File: src/rtl/btn_event_ctrl.sv
// Turns debounced button levels into SHORT / LONG / REPEAT events and
// arbitrates them round-robin onto a single valid/ready event port.
module btn_event_ctrl #(
    parameter int unsigned CLK_FREQ     = 12000000,
    parameter int unsigned TICK_FREQ    = 500,
    parameter int unsigned NUM_BTN      = 2,
    parameter int unsigned LONG_TICKS   = 500,
    parameter int unsigned REPEAT_TICKS = 100,
    parameter int unsigned BW           = (NUM_BTN > 1) ? $clog2(NUM_BTN) : 1
) (
    input  logic               clk,
    input  logic               rst,
    input  logic [NUM_BTN-1:0] btn_i,
    output logic               evt_valid,
    input  logic               evt_ready,
    output logic [BW-1:0]      evt_btn,
    output logic [1:0]         evt_code,
    output logic [NUM_BTN-1:0] evt_ovf
);

    localparam int unsigned DIV  = CLK_FREQ / TICK_FREQ;
    localparam int unsigned TW   = $clog2(DIV);
    localparam int unsigned CMAX = (LONG_TICKS > REPEAT_TICKS) ? LONG_TICKS : REPEAT_TICKS;
    localparam int unsigned CW   = $clog2(CMAX + 1);

    localparam logic [1:0] CODE_SHORT  = 2'b01;
    localparam logic [1:0] CODE_LONG   = 2'b10;
    localparam logic [1:0] CODE_REPEAT = 2'b11;

    typedef enum logic [1:0] {
        S_IDLE,
        S_PRESSED,
        S_HELD
    } state_e;

    logic [TW-1:0]              tcnt_q, tcnt_d;
    logic                       tick;

    state_e                     state_q [NUM_BTN];
    state_e                     state_d [NUM_BTN];
    logic [NUM_BTN-1:0][CW-1:0] cnt_q, cnt_d;
    logic [NUM_BTN-1:0]         arm_q, arm_d;
    logic [NUM_BTN-1:0]         emit;
    logic [NUM_BTN-1:0][1:0]    emit_code;

    logic [NUM_BTN-1:0]         slot_v_q, slot_v_d;
    logic [NUM_BTN-1:0][1:0]    slot_code_q, slot_code_d;

    logic                       evt_valid_q, evt_valid_d;
    logic [BW-1:0]              evt_btn_q, evt_btn_d;
    logic [1:0]                 evt_code_q, evt_code_d;
    logic [NUM_BTN-1:0]         evt_ovf_q, evt_ovf_d;
    logic [BW-1:0]              last_grant_q, last_grant_d;

    logic                       free;
    logic                       found;
    logic                       load;
    logic [BW-1:0]              win;

    always_comb begin
        tick   = (tcnt_q == TW'(DIV - 1));
        tcnt_d = tick ? '0 : tcnt_q + TW'(1);
    end

    // Per-button press timing; arm blocks a press that was already held at reset.
    always_comb begin
        state_d   = state_q;
        cnt_d     = cnt_q;
        arm_d     = arm_q;
        emit      = '0;
        emit_code = '0;
        if (tick) begin
            for (int unsigned i = 0; i < NUM_BTN; i++) begin
                if (!btn_i[i]) begin
                    arm_d[i] = 1'b1;
                end
                case (state_q[i])
                    S_IDLE: begin
                        if (btn_i[i] && arm_q[i]) begin
                            state_d[i] = S_PRESSED;
                            cnt_d[i]   = CW'(1);
                        end
                    end
                    S_PRESSED: begin
                        if (!btn_i[i]) begin
                            emit[i]      = 1'b1;
                            emit_code[i] = CODE_SHORT;
                            state_d[i]   = S_IDLE;
                        end else if (cnt_q[i] + CW'(1) == CW'(LONG_TICKS)) begin
                            emit[i]      = 1'b1;
                            emit_code[i] = CODE_LONG;
                            state_d[i]   = S_HELD;
                            cnt_d[i]     = '0;
                        end else begin
                            cnt_d[i] = cnt_q[i] + CW'(1);
                        end
                    end
                    S_HELD: begin
                        if (!btn_i[i]) begin
                            state_d[i] = S_IDLE;
                        end else if (REPEAT_TICKS != 0) begin
                            if (cnt_q[i] + CW'(1) == CW'(REPEAT_TICKS)) begin
                                emit[i]      = 1'b1;
                                emit_code[i] = CODE_REPEAT;
                                cnt_d[i]     = '0;
                            end else begin
                                cnt_d[i] = cnt_q[i] + CW'(1);
                            end
                        end
                    end
                    default: state_d[i] = S_IDLE;
                endcase
            end
        end
    end

    always_comb begin
        int unsigned   idx;
        logic [BW-1:0] cand;
        idx   = 0;
        cand  = '0;
        free  = !evt_valid_q || evt_ready;
        found = 1'b0;
        win   = '0;
        for (int unsigned k = 0; k < NUM_BTN; k++) begin
            idx = 32'(last_grant_q) + 32'd1 + k;
            if (idx >= NUM_BTN) begin
                idx = idx - NUM_BTN;
            end
            cand = BW'(idx);
            if (!found && slot_v_q[cand]) begin
                found = 1'b1;
                win   = cand;
            end
        end
        load = free && found;

        evt_valid_d  = evt_valid_q;
        evt_btn_d    = evt_btn_q;
        evt_code_d   = evt_code_q;
        last_grant_d = last_grant_q;
        if (free) begin
            evt_valid_d = found;
            if (found) begin
                evt_btn_d    = win;
                evt_code_d   = slot_code_q[win];
                last_grant_d = win;
            end
        end

        // A slot drained in the same cycle it is rewritten keeps the new code, no overflow.
        slot_v_d    = slot_v_q;
        slot_code_d = slot_code_q;
        evt_ovf_d   = '0;
        for (int unsigned i = 0; i < NUM_BTN; i++) begin
            if (emit[i]) begin
                slot_v_d[i]    = 1'b1;
                slot_code_d[i] = emit_code[i];
                evt_ovf_d[i]   = slot_v_q[i] && !(load && (win == BW'(i)));
            end else if (load && (win == BW'(i))) begin
                slot_v_d[i] = 1'b0;
            end
        end
    end

    always_ff @(posedge clk) begin
        if (rst) begin
            tcnt_q       <= '0;
            cnt_q        <= '0;
            arm_q        <= '0;
            slot_v_q     <= '0;
            slot_code_q  <= '0;
            evt_valid_q  <= 1'b0;
            evt_btn_q    <= '0;
            evt_code_q   <= '0;
            evt_ovf_q    <= '0;
            last_grant_q <= BW'(NUM_BTN - 1);
            for (int unsigned i = 0; i < NUM_BTN; i++) begin
                state_q[i] <= S_IDLE;
            end
        end else begin
            tcnt_q       <= tcnt_d;
            cnt_q        <= cnt_d;
            arm_q        <= arm_d;
            slot_v_q     <= slot_v_d;
            slot_code_q  <= slot_code_d;
            evt_valid_q  <= evt_valid_d;
            evt_btn_q    <= evt_btn_d;
            evt_code_q   <= evt_code_d;
            evt_ovf_q    <= evt_ovf_d;
            last_grant_q <= last_grant_d;
            for (int unsigned i = 0; i < NUM_BTN; i++) begin
                state_q[i] <= state_d[i];
            end
        end
    end

    assign evt_valid = evt_valid_q;
    assign evt_btn   = evt_btn_q;
    assign evt_code  = evt_code_q;
    assign evt_ovf   = evt_ovf_q;

endmodule

File: config.mk
export PLATFORM = sky130hd
export DESIGN_NAME = btn_event_ctrl
export DESIGN_NICKNAME = d
export VERILOG_FILES = /design/src/rtl/btn_event_ctrl.sv
export SDC_FILE = /design/constraint.sdc
export NUM_CORES = 1
export LEC_CHECK = 0
export BUFFER_PORTS_ARGS = -buffer_cell sky130_fd_sc_hd__buf_2
export CORE_UTILIZATION = 40
export DETAILED_ROUTE_END_ITERATION = 8
export HOLD_SLACK_MARGIN = 0.1
export PLACE_DENSITY = 0.64
export SLEW_MARGIN = 10
export SYNTH_ARGS = -nofsm -noshare
export SYNTH_HDL_FRONTEND = slang
export SYNTH_SLANG_ARGS = --single-unit
File: constraint.sdc
create_clock -name clk -period 2.7 [get_ports clk]
set_clock_uncertainty 0.2 [all_clocks]
set_input_delay 0.675 -clock clk [delete_from_list [all_inputs] [get_ports clk]]
set_output_delay 0.675 -clock clk [all_outputs]
set_load 0.02 [all_outputs]
==> results of run 1 <==
cells by family after synthesis:
kind of cell / Yosys count / share of synthesized area (%)
AND/OR/NAND/NOR: 177 / 31.5
AO/OA/AOI/OAI: 93 / 20.5
flip-flops: 52 / 33.3
buffers and inverters: 34 / 4.52
XOR/XNOR: 16 / 4.72
adder cells (fa/ha/maj): 12 / 4.80
multiplexers: 2 / 0.640
cell type report:
class,instances,share of cell area [%]
multi-input combinational,300,55.8
timing repair buffer,24,4.80
clock buffer,5,1.97
sequential,52,29.8
clock inverter,3,2.58
inverter,14,1.50
tap,99,3.55
layout by cell type, fill, tap and decap left out, drive strengths merged, types with 4 or more instances in the layout:
cell    netlist  layout
xor2          6       6
o221ai        5       5
nand2        49      49
o21ai        15      15
ha           12      12
inv          14      14
nor3         11      11
xnor2        10      10
nor4          9       9
buf           9      24
nand4b        5       5
dfxtp        52      52
clkbuf       11       5
a31oi         8       8
nand3        21      21
a21oi        26      26
nor2         34      34
nor2b         6       6
o21a          4       4
nor3b         4       4
a311oi        4       4
nand4         5       5
and2          4       4
nand2b        9       9
and3          9       9
worst max-delay path, delay by kind of cell (launching register included):
family | cells | cell delay [ns]
buf+inv | 1 | 0.18
simple gates | 3 | 0.81
compound gates | 2 | 0.33
fa+ha+maj | 1 | 0.32
mux | 1 | 0.19
flops | 1 | 0.35
synth_stat cells, drive strengths merged, types with 3 or more instances:
library cell / n
xnor2: 10
xor2: 6
ha: 12
nor3b: 4
and2: 4
clkbuf: 11
nor4: 9
nor2b: 6
o22ai: 3
nor3: 11
nand3: 21
and4: 3
dfxtp: 52
a21o: 3
buf: 9
nand4b: 5
o21ai: 15
nand2b: 9
and3: 9
nor2: 34
o221ai: 5
nand4: 5
nand2: 49
a311oi: 4
a211oi: 3
a31oi: 8
a21oi: 26
o21a: 4
inv: 14
metal layers:
| metal | wire length (um) | global-route usage (%) | vias up | share of wire [%] |
|---|---|---|---|---|
| met5 | 0 | 0 | - | 0 |
| met4 | 87 | 4.84 | 0 | 1.3 |
| met3 | 190 | 2.78 | 8 | 2.8 |
| met2 | 3020 | 28.2 | 40 | 44 |
| met1 | 3550 | 24.0 | 1272 | 52 |
| li1 | - | - | 1416 | - |
worst paths after layout:
kind,to,depth (start not counted),slack (ns),startpoint
setup / recovery,slot_code_q[1]$_SDFFE_PP0P_,8,0.25,cnt_q[0]$_SDFFE_PP0P_
hold / removal,evt_code[1]$_SDFFE_PP0P_,2,0.26,evt_code[1]$_SDFFE_PP0P_
setup reg to reg,slot_code_q[1]$_SDFFE_PP0P_,8,0.25,cnt_q[0]$_SDFFE_PP0P_
hold reg to reg,evt_code[1]$_SDFFE_PP0P_,2,0.26,evt_code[1]$_SDFFE_PP0P_
power by group:
group | switching, uW | internal (uW)
logic | 21.3 | 9.52
clock network | 271 | 463
registers | 3.71 | 770
total | 296 | 1240
stage by stage:
| step | setup WS (ns) | area, sq um | std cells | hold WS [ns] |
|---|---|---|---|---|
| floorplan | 0.360 | 3130 | 386 | 0.230 |
| global placement | 0.272 | 3330 | 489 | 0.237 |
| detailed placement | 0.217 | 3330 | 489 | 0.241 |
| CTS | 0.232 | 3490 | 497 | 0.255 |
| global route | 0.0430 | 3490 | 497 | 0.296 |
| finish | 0.247 | 3490 | 497 | 0.255 |
flip-flops by register name, indices dropped and copies added (netlist names):
name and flops:
evt_valid 1, state_q 4, last_grant_q 1, evt_ovf 2, cnt_q 18, evt_code 2, arm_q 2, tcnt_q 15
slot_v_q 2, slot_code_q 4, evt_btn 1
==> run summary, run 1 <==
Status -> finished clean
LEAKAGE -> 0.00124 uW
Crit-path max FO -> 13
Synth Register Bits -> 52
Antenna cells -> 0
Drt first pass iters -> 4
Power Dens Cells -> 441 nW/um^2
IO Port Bufs -> 10
Initial antenna violation count -> 0
Multi-input gate area -> 1950 sq um
Sequential element share of the synthesized area -> 33.3%
Remaining antenna violation count -> 0
Arr. time, crit path -> 2.49 ns
Number of synthesized flops with an enable pin -> 0
H-tree Lvls -> 2
Fmax -> 0.408 GHz
Worst Setup End Kind -> flip-flop
Via count -> 2736
Final setup viols -> 0
Share of layout cells above drive strength 1 -> 12.3%
Gr usage total -> 17.5%
Register area -> 1040 sq um
Final slew viol count -> 0
Rows -> 31
Post-synthesis cell type count -> 65
Syn Inst Count -> 386
Die height -> 90.5 um
Max clock buf depth -> 2
Root Buffer -> clkbuf_8
Reg clk slew, reported paths -> 0.10 ns
Max cap viols -> 0
Worst slew pin tran -> 0.579 ns
HP Class -> reg -> reg
Final period utilization -> 90.8%
Vias in the first global route -> 2573
Req. time, crit path -> 2.74 ns
Worst IR Drop VDD -> 0.310 mV
Post-CTS Resized -> 0
Util after Layout -> 47.1%
Startpoint types -> flip-flop
# DRC -> 0
Synth top area cells -> dfxtp_1 (33%), nand2_1 (5.9%), ha_1 (4.8%)
Grt ovf -> 0
Setup_tns -> 0 ns
TritonCTS clock tree -> done
Largest net degree at the start of global routing -> 23
Hold Vio Cnt, Final -> 0
Post-CTS Setup Bufs -> 0
Die area -> 8180 sq um
Final wirelength -> 6850 um
HPWL Detailed -> 4910 um
Die W -> 90.5 um
Worst path slowest cell -> or3_1
Post-synth ARST share -> 0%
Share of the synthesized area in the top cell type -> 33.3%
Initial Utilization -> 42.3%
Area Overhead vs Synth -> 11.6%
Synth Net Count -> 403
Clock Latency Late Sink -> 0.31 ns
Mean routed wirelength per cell -> 13.8 um
Post-synth top area cell -> dfxtp_1
Syn. warnings -> 0
First-pass GRT wire length -> 11800 um
Clock Sink Count -> 52
Crit-path cells -> ha_1 -> nor2b_1 -> and4_1 -> o311ai_2 -> buf_12 -> or3_1 -> o21ai_1 -> mux2i_1
Slowest stage delay, CP -> 0.43 ns
CTS Hold Buffers Added -> 0
Ys flop type -> dfxtp_1
Final #Nets -> 414
Synthesized cell area -> 3130 sq um
RePlAce Congestion -> 0.784
Slew margin rel. -> 61.0%
Io pins -> 11
DR iter-0 viols -> 145
Unrepaired setup endpoints after global routing -> no
CTS buffer count -> 5
Total power -> 1540 uW
Average cell area after synthesis -> 8.11 sq um
CORE AREA -> 7410 sq um
Vias per cell -> 5.51
Fillers -> 720
Crit path kind -> reg -> reg
Post-layout min period -> 2.45 ns
Power figures use the tool's default switching activity.
==> run 2, diff against run 1 <==
--- a/config.mk
+++ b/config.mk
@@ -8,8 +8,10 @@
 export BUFFER_PORTS_ARGS = -buffer_cell sky130_fd_sc_hd__buf_2
 export CORE_UTILIZATION = 40
 export DETAILED_ROUTE_END_ITERATION = 8
+export GPL_ROUTABILITY_DRIVEN = 0
 export HOLD_SLACK_MARGIN = 0.1
-export PLACE_DENSITY = 0.64
+export PLACE_DENSITY = 0.65
+export SKIP_CTS_REPAIR_TIMING = 1
 export SLEW_MARGIN = 10
 export SYNTH_ARGS = -nofsm -noshare
 export SYNTH_HDL_FRONTEND = slang
==> run summary, run 2 (same netlist as run 1, synthesis figures left out) <==
Status -> finished clean
Clock Sink Count -> 52
Root Buffer -> clkbuf_8
Hold Vio Cnt, Final -> 0
H-tree Lvls -> 2
Reg clk slew, reported paths -> 0.10 ns
Final slew viol count -> 0
GR peak layer -> met2
Drt first pass iters -> 4
Worst Setup End Kind -> flip-flop
Post-DP Area -> 3280 sq um
Die W -> 90.5 um
Final setup viols -> 0
Max cap viols -> 0
Die area -> 8180 sq um
Clock Latency Late Sink -> 0.31 ns
Final period utilization -> 94.3%
Crit path kind -> reg -> reg
Arr. time, crit path -> 2.60 ns
Initial Utilization -> 42.3%
Worst IR Drop VDD -> 0.212 mV
Smallest hold slack -> 0.256 ns
Startpoint types -> flip-flop
DR iter-0 viols -> 85
Largest regs -> cnt_q (18), tcnt_q (15)
Fmax -> 0.393 GHz
Initial antenna violation count -> 0
Rows -> 31
Mean routed wirelength per cell -> 13.6 um
Unrepaired setup endpoints after global routing -> no
CORE AREA -> 7410 sq um
Gr usage total -> 17.3%
Setup_tns -> 0 ns
Final wirelength -> 6700 um
Util after Layout -> 46.3%
Req. time, crit path -> 2.75 ns
Io pins -> 11
Via count -> 2783
Area Overhead vs Synth -> 9.55%
Post-route cell area -> 3430 sq um
Die height -> 90.5 um
Slew margin rel. -> 60.0%
Max clock buf depth -> 2
Crit-path max FO -> 9
LEAKAGE -> 0.00119 uW
Vias in the first global route -> 2622
Antenna cells -> 0
Met3 track demand over resource -> 3.03%
Grt ovf -> 0
Commonest cells after routing, fill and taps aside -> dfxtp_1 (52), nand2_1 (49), nor2_1 (34), a21oi_1 (25), nand3_1 (20)
CTS buffer count -> 5
Met2 global-route usage -> 29.1%
Share of layout cells above drive strength 1 -> 12.0%
Most common cell after layout, fill and taps aside -> dfxtp_1
Max reg flops -> 18
GRT met1 Usage -> 22.5%
TritonCTS clock tree -> done
Final #Nets -> 409
# DRC -> 0
Worst slew pin tran -> 0.594 ns
Largest Register -> cnt_q
Largest net degree at the start of global routing -> 29
Post-layout min period -> 2.55 ns
IO Port Bufs -> 10
HPWL Detailed -> 4830 um
Remaining antenna violation count -> 0
First-pass GRT wire length -> 11800 um
HP Class -> reg -> reg
Vias per cell -> 5.66
Power Dens Cells -> 400 nW/um^2
run 2: routing by layer:
metal / share of wire (%) / vias up
met5: 0 / -
met4: 1.4 / 0
met3: 2.6 / 10
met2: 45 / 38
met1: 51 / 1321
li1: - / 1414
run 2: cell type report:
| class | instances | area [sq um] |
|---|---|---|
| sequential | 52 | 1040 |
| multi-input combinational | 300 | 1970 |
| inverter | 14 | 52.6 |
| tap | 99 | 124 |
| timing repair buffer | 19 | 118 |
| clock buffer | 6 | 82.6 |
| fill | 730 | 3980 |
| clock inverter | 2 | 38.8 |
run 2: final timing paths:
path | from | cells past startpoint | endpoint | slack, ns
worst min-delay path | evt_code[1]$_SDFFE_PP0P_ | 2 | evt_code[1]$_SDFFE_PP0P_ | 0.26
worst max register to register | cnt_q[1]$_SDFFE_PP0P_ | 8 | slot_code_q[1]$_SDFFE_PP0P_ | 0.15
worst max-delay path | cnt_q[1]$_SDFFE_PP0P_ | 8 | slot_code_q[1]$_SDFFE_PP0P_ | 0.15
worst min register to register | evt_code[1]$_SDFFE_PP0P_ | 2 | evt_code[1]$_SDFFE_PP0P_ | 0.26
run 2: through the flow:
step	total power, uW	setup slack (ns)	instances
after floorplan	809	0.360	386
after CTS	1390	0.0646	492
final	1370	0.153	492
after detailed placement	820	0.101	484
after global placement	820	0.140	484
after global routing	1420	0.00452	492
run 2: critical path, cell delays in order (launching register included):
cell     delay (ns)
dfxtp_1        0.50
ha_1           0.35
buf_4          0.19
xor2_1         0.07
nor4_1         0.33
o21ai_2        0.17
o32a_1         0.38
o21ai_1        0.11
mux2i_1        0.18
run 2: power by group:
group	internal, uW	total, uW	switching [uW]
sequential	770	774	3.81
clock	303	568	265
combinational	8.35	28.6	20.2
==> run 3, diff against run 2 <==
==> constraint.sdc (replaced) <==
create_clock -name clk -period 2.7 [get_ports clk]
set_clock_uncertainty 0.2 [all_clocks]
set_input_delay 0.81 -clock clk [delete_from_list [all_inputs] [get_ports clk]]
set_output_delay 0.81 -clock clk [all_outputs]
set_load 0.02 [all_outputs]
==> run summary, run 3 (same netlist as run 1, synthesis figures left out) <==
H-tree Lvls -> 2
Status -> finished clean
TritonCTS clock tree -> done
Initial antenna violation count -> 0
Vias per cell -> 5.65
Remaining antenna violation count -> 0
Largest net degree at the start of global routing -> 25
Clock Power Share -> 37.4%
Share of layout cells above drive strength 1 -> 12.0%
Power Dens Cells -> 377 nW/um^2
Rows -> 31
Reg clk slew, reported paths -> 0.09 ns
Commonest cells after routing, fill and taps aside -> dfxtp_1 (51), nand2_1 (49), nor2_1 (34), a21oi_1 (25), nand3_1 (20)
DP Worst Slack -> 0.0671 ns
Hold Vio Cnt, Final -> 0
# DRC -> 0
Die W -> 90.5 um
Req. time, crit path -> 2.69 ns
Post-layout min period -> 2.50 ns
Mean routed wirelength per cell -> 13.7 um
Final wirelength -> 6740 um
Fillers -> 725
Clock Sink Count -> 52
Fmax -> 0.400 GHz
Die height -> 90.5 um
First-pass GRT wire length -> 11800 um
Inst Count DP -> 485
Cell Count, Final, Fillers Out -> 492
Final setup viols -> 0
Total power -> 1280 uW
Via count -> 2778
Largest regs -> cnt_q (18), tcnt_q (15)
Sw Share -> 21.5%
LEAKAGE -> 0.00118 uW
Setup_tns -> 0 ns
Sequential power share -> 60.3%
Antenna cells -> 0
Clock Latency Late Sink -> 0.30 ns
Slew margin rel. -> 61.4%
Final #Nets -> 410
Initial Utilization -> 42.3%
Final period utilization -> 92.6%
Worst slew pin tran -> 0.573 ns
Largest Register -> cnt_q
Worst Setup End Kind -> flip-flop
Comb power frac -> 2.3%
Root Buffer -> clkbuf_8
Final slew viol count -> 0
Max reg flops -> 18
Grt ovf -> 0
Crit path kind -> reg -> reg
HPWL Detailed -> 4790 um
Worst setup margin -> 0.200 ns
Arr. time, crit path -> 2.49 ns
Area Overhead vs Synth -> 8.83%
Switching power -> 276 uW
HP Class -> reg -> reg
Unrepaired setup endpoints after global routing -> no
Die area -> 8180 sq um
Drt first pass iters -> 4
Vias in the first global route -> 2542
DR iter-0 viols -> 112
CORE AREA -> 7410 sq um
Int Pwr -> 1010 uW
Startpoint types -> flip-flop
Crit-path max FO -> 10
Max clock buf depth -> 2
Io pins -> 11
Worst IR Drop VDD -> 0.197 mV
Max cap viols -> 0
Gr usage total -> 17.1%
CTS buffer count -> 5
IO Port Bufs -> 10
Most common cell after layout, fill and taps aside -> dfxtp_1
-- run 3: cell types whose count changed in the layout (fill, tap and decap cells not counted), sizes merged --
cell	change
bufinv	-1
buf	+1
clkbuf	+1
clkinv	-1
-- run 3: final timing paths --
path / cells past startpoint / from / end / slack (ns)
worst max-delay path: 7 / cnt_q[3]$_SDFFE_PP0P_ / cnt_q[8]$_SDFFE_PP0P_ / 0.20
worst min-delay path: 2 / evt_code[1]$_SDFFE_PP0P_ / evt_code[1]$_SDFFE_PP0P_ / 0.25
worst max register to register: 7 / cnt_q[3]$_SDFFE_PP0P_ / cnt_q[8]$_SDFFE_PP0P_ / 0.20
worst min register to register: 2 / evt_code[1]$_SDFFE_PP0P_ / evt_code[1]$_SDFFE_PP0P_ / 0.25
-- run 3: stage by stage --
step / area [sq um] / hold WS [ns] / utilization [%]
3_3_place_gp: 3290 / 0.235 / 44.4
3_5_place_dp: 3290 / 0.243 / 44.4
4_1_cts: 3390 / 0.254 / 45.7
6_report: 3410 / 0.253 / 46.0
5_1_grt: 3410 / 0.297 / 46.0
2_1_floorplan: 3130 / 0.230 / -
-- run 3: worst max-delay path, cell delays in order (launching register included) --
cell	delay, ns
dfxtp_1	0.51
nand3_2	0.26
nor4_2	0.39
o311ai_4	0.19
buf_4	0.21
o41ai_1	0.42
a21o_1	0.14
a21oi_2	0.05
-- run 3: area by class of cell --
type                            count  area, sq um  area share [%]
Multi-Input combinational cell    300         1970            57.7
Sequential cell                    52         1040            30.6
Timing Repair Buffer               20          125            3.67
Tap cell                           99          124            3.64
Clock buffer                        7         96.3            2.83
Inverter                           14         52.6            1.54
-- run 3: power by group through the flow --
stage | registers (uW) | clock network (uW) | logic [uW]
finish | 774 | 480 | 30.1
global route | 775 | 531 | 34.3
CTS | 774 | 495 | 30.0
detailed placement | 792 | 0 | 29.8
global placement | 792 | 0 | 30.0
floorplan | 791 | 0 | 17.8
-- run 3: routing by layer --
layer	vias up	track usage, %	wire, um
met5	-	0	0
met4	0	4.17	82
met3	7	2.78	260
met2	51	26.9	2980
met1	1309	24.4	3420
li1	1411	-	-
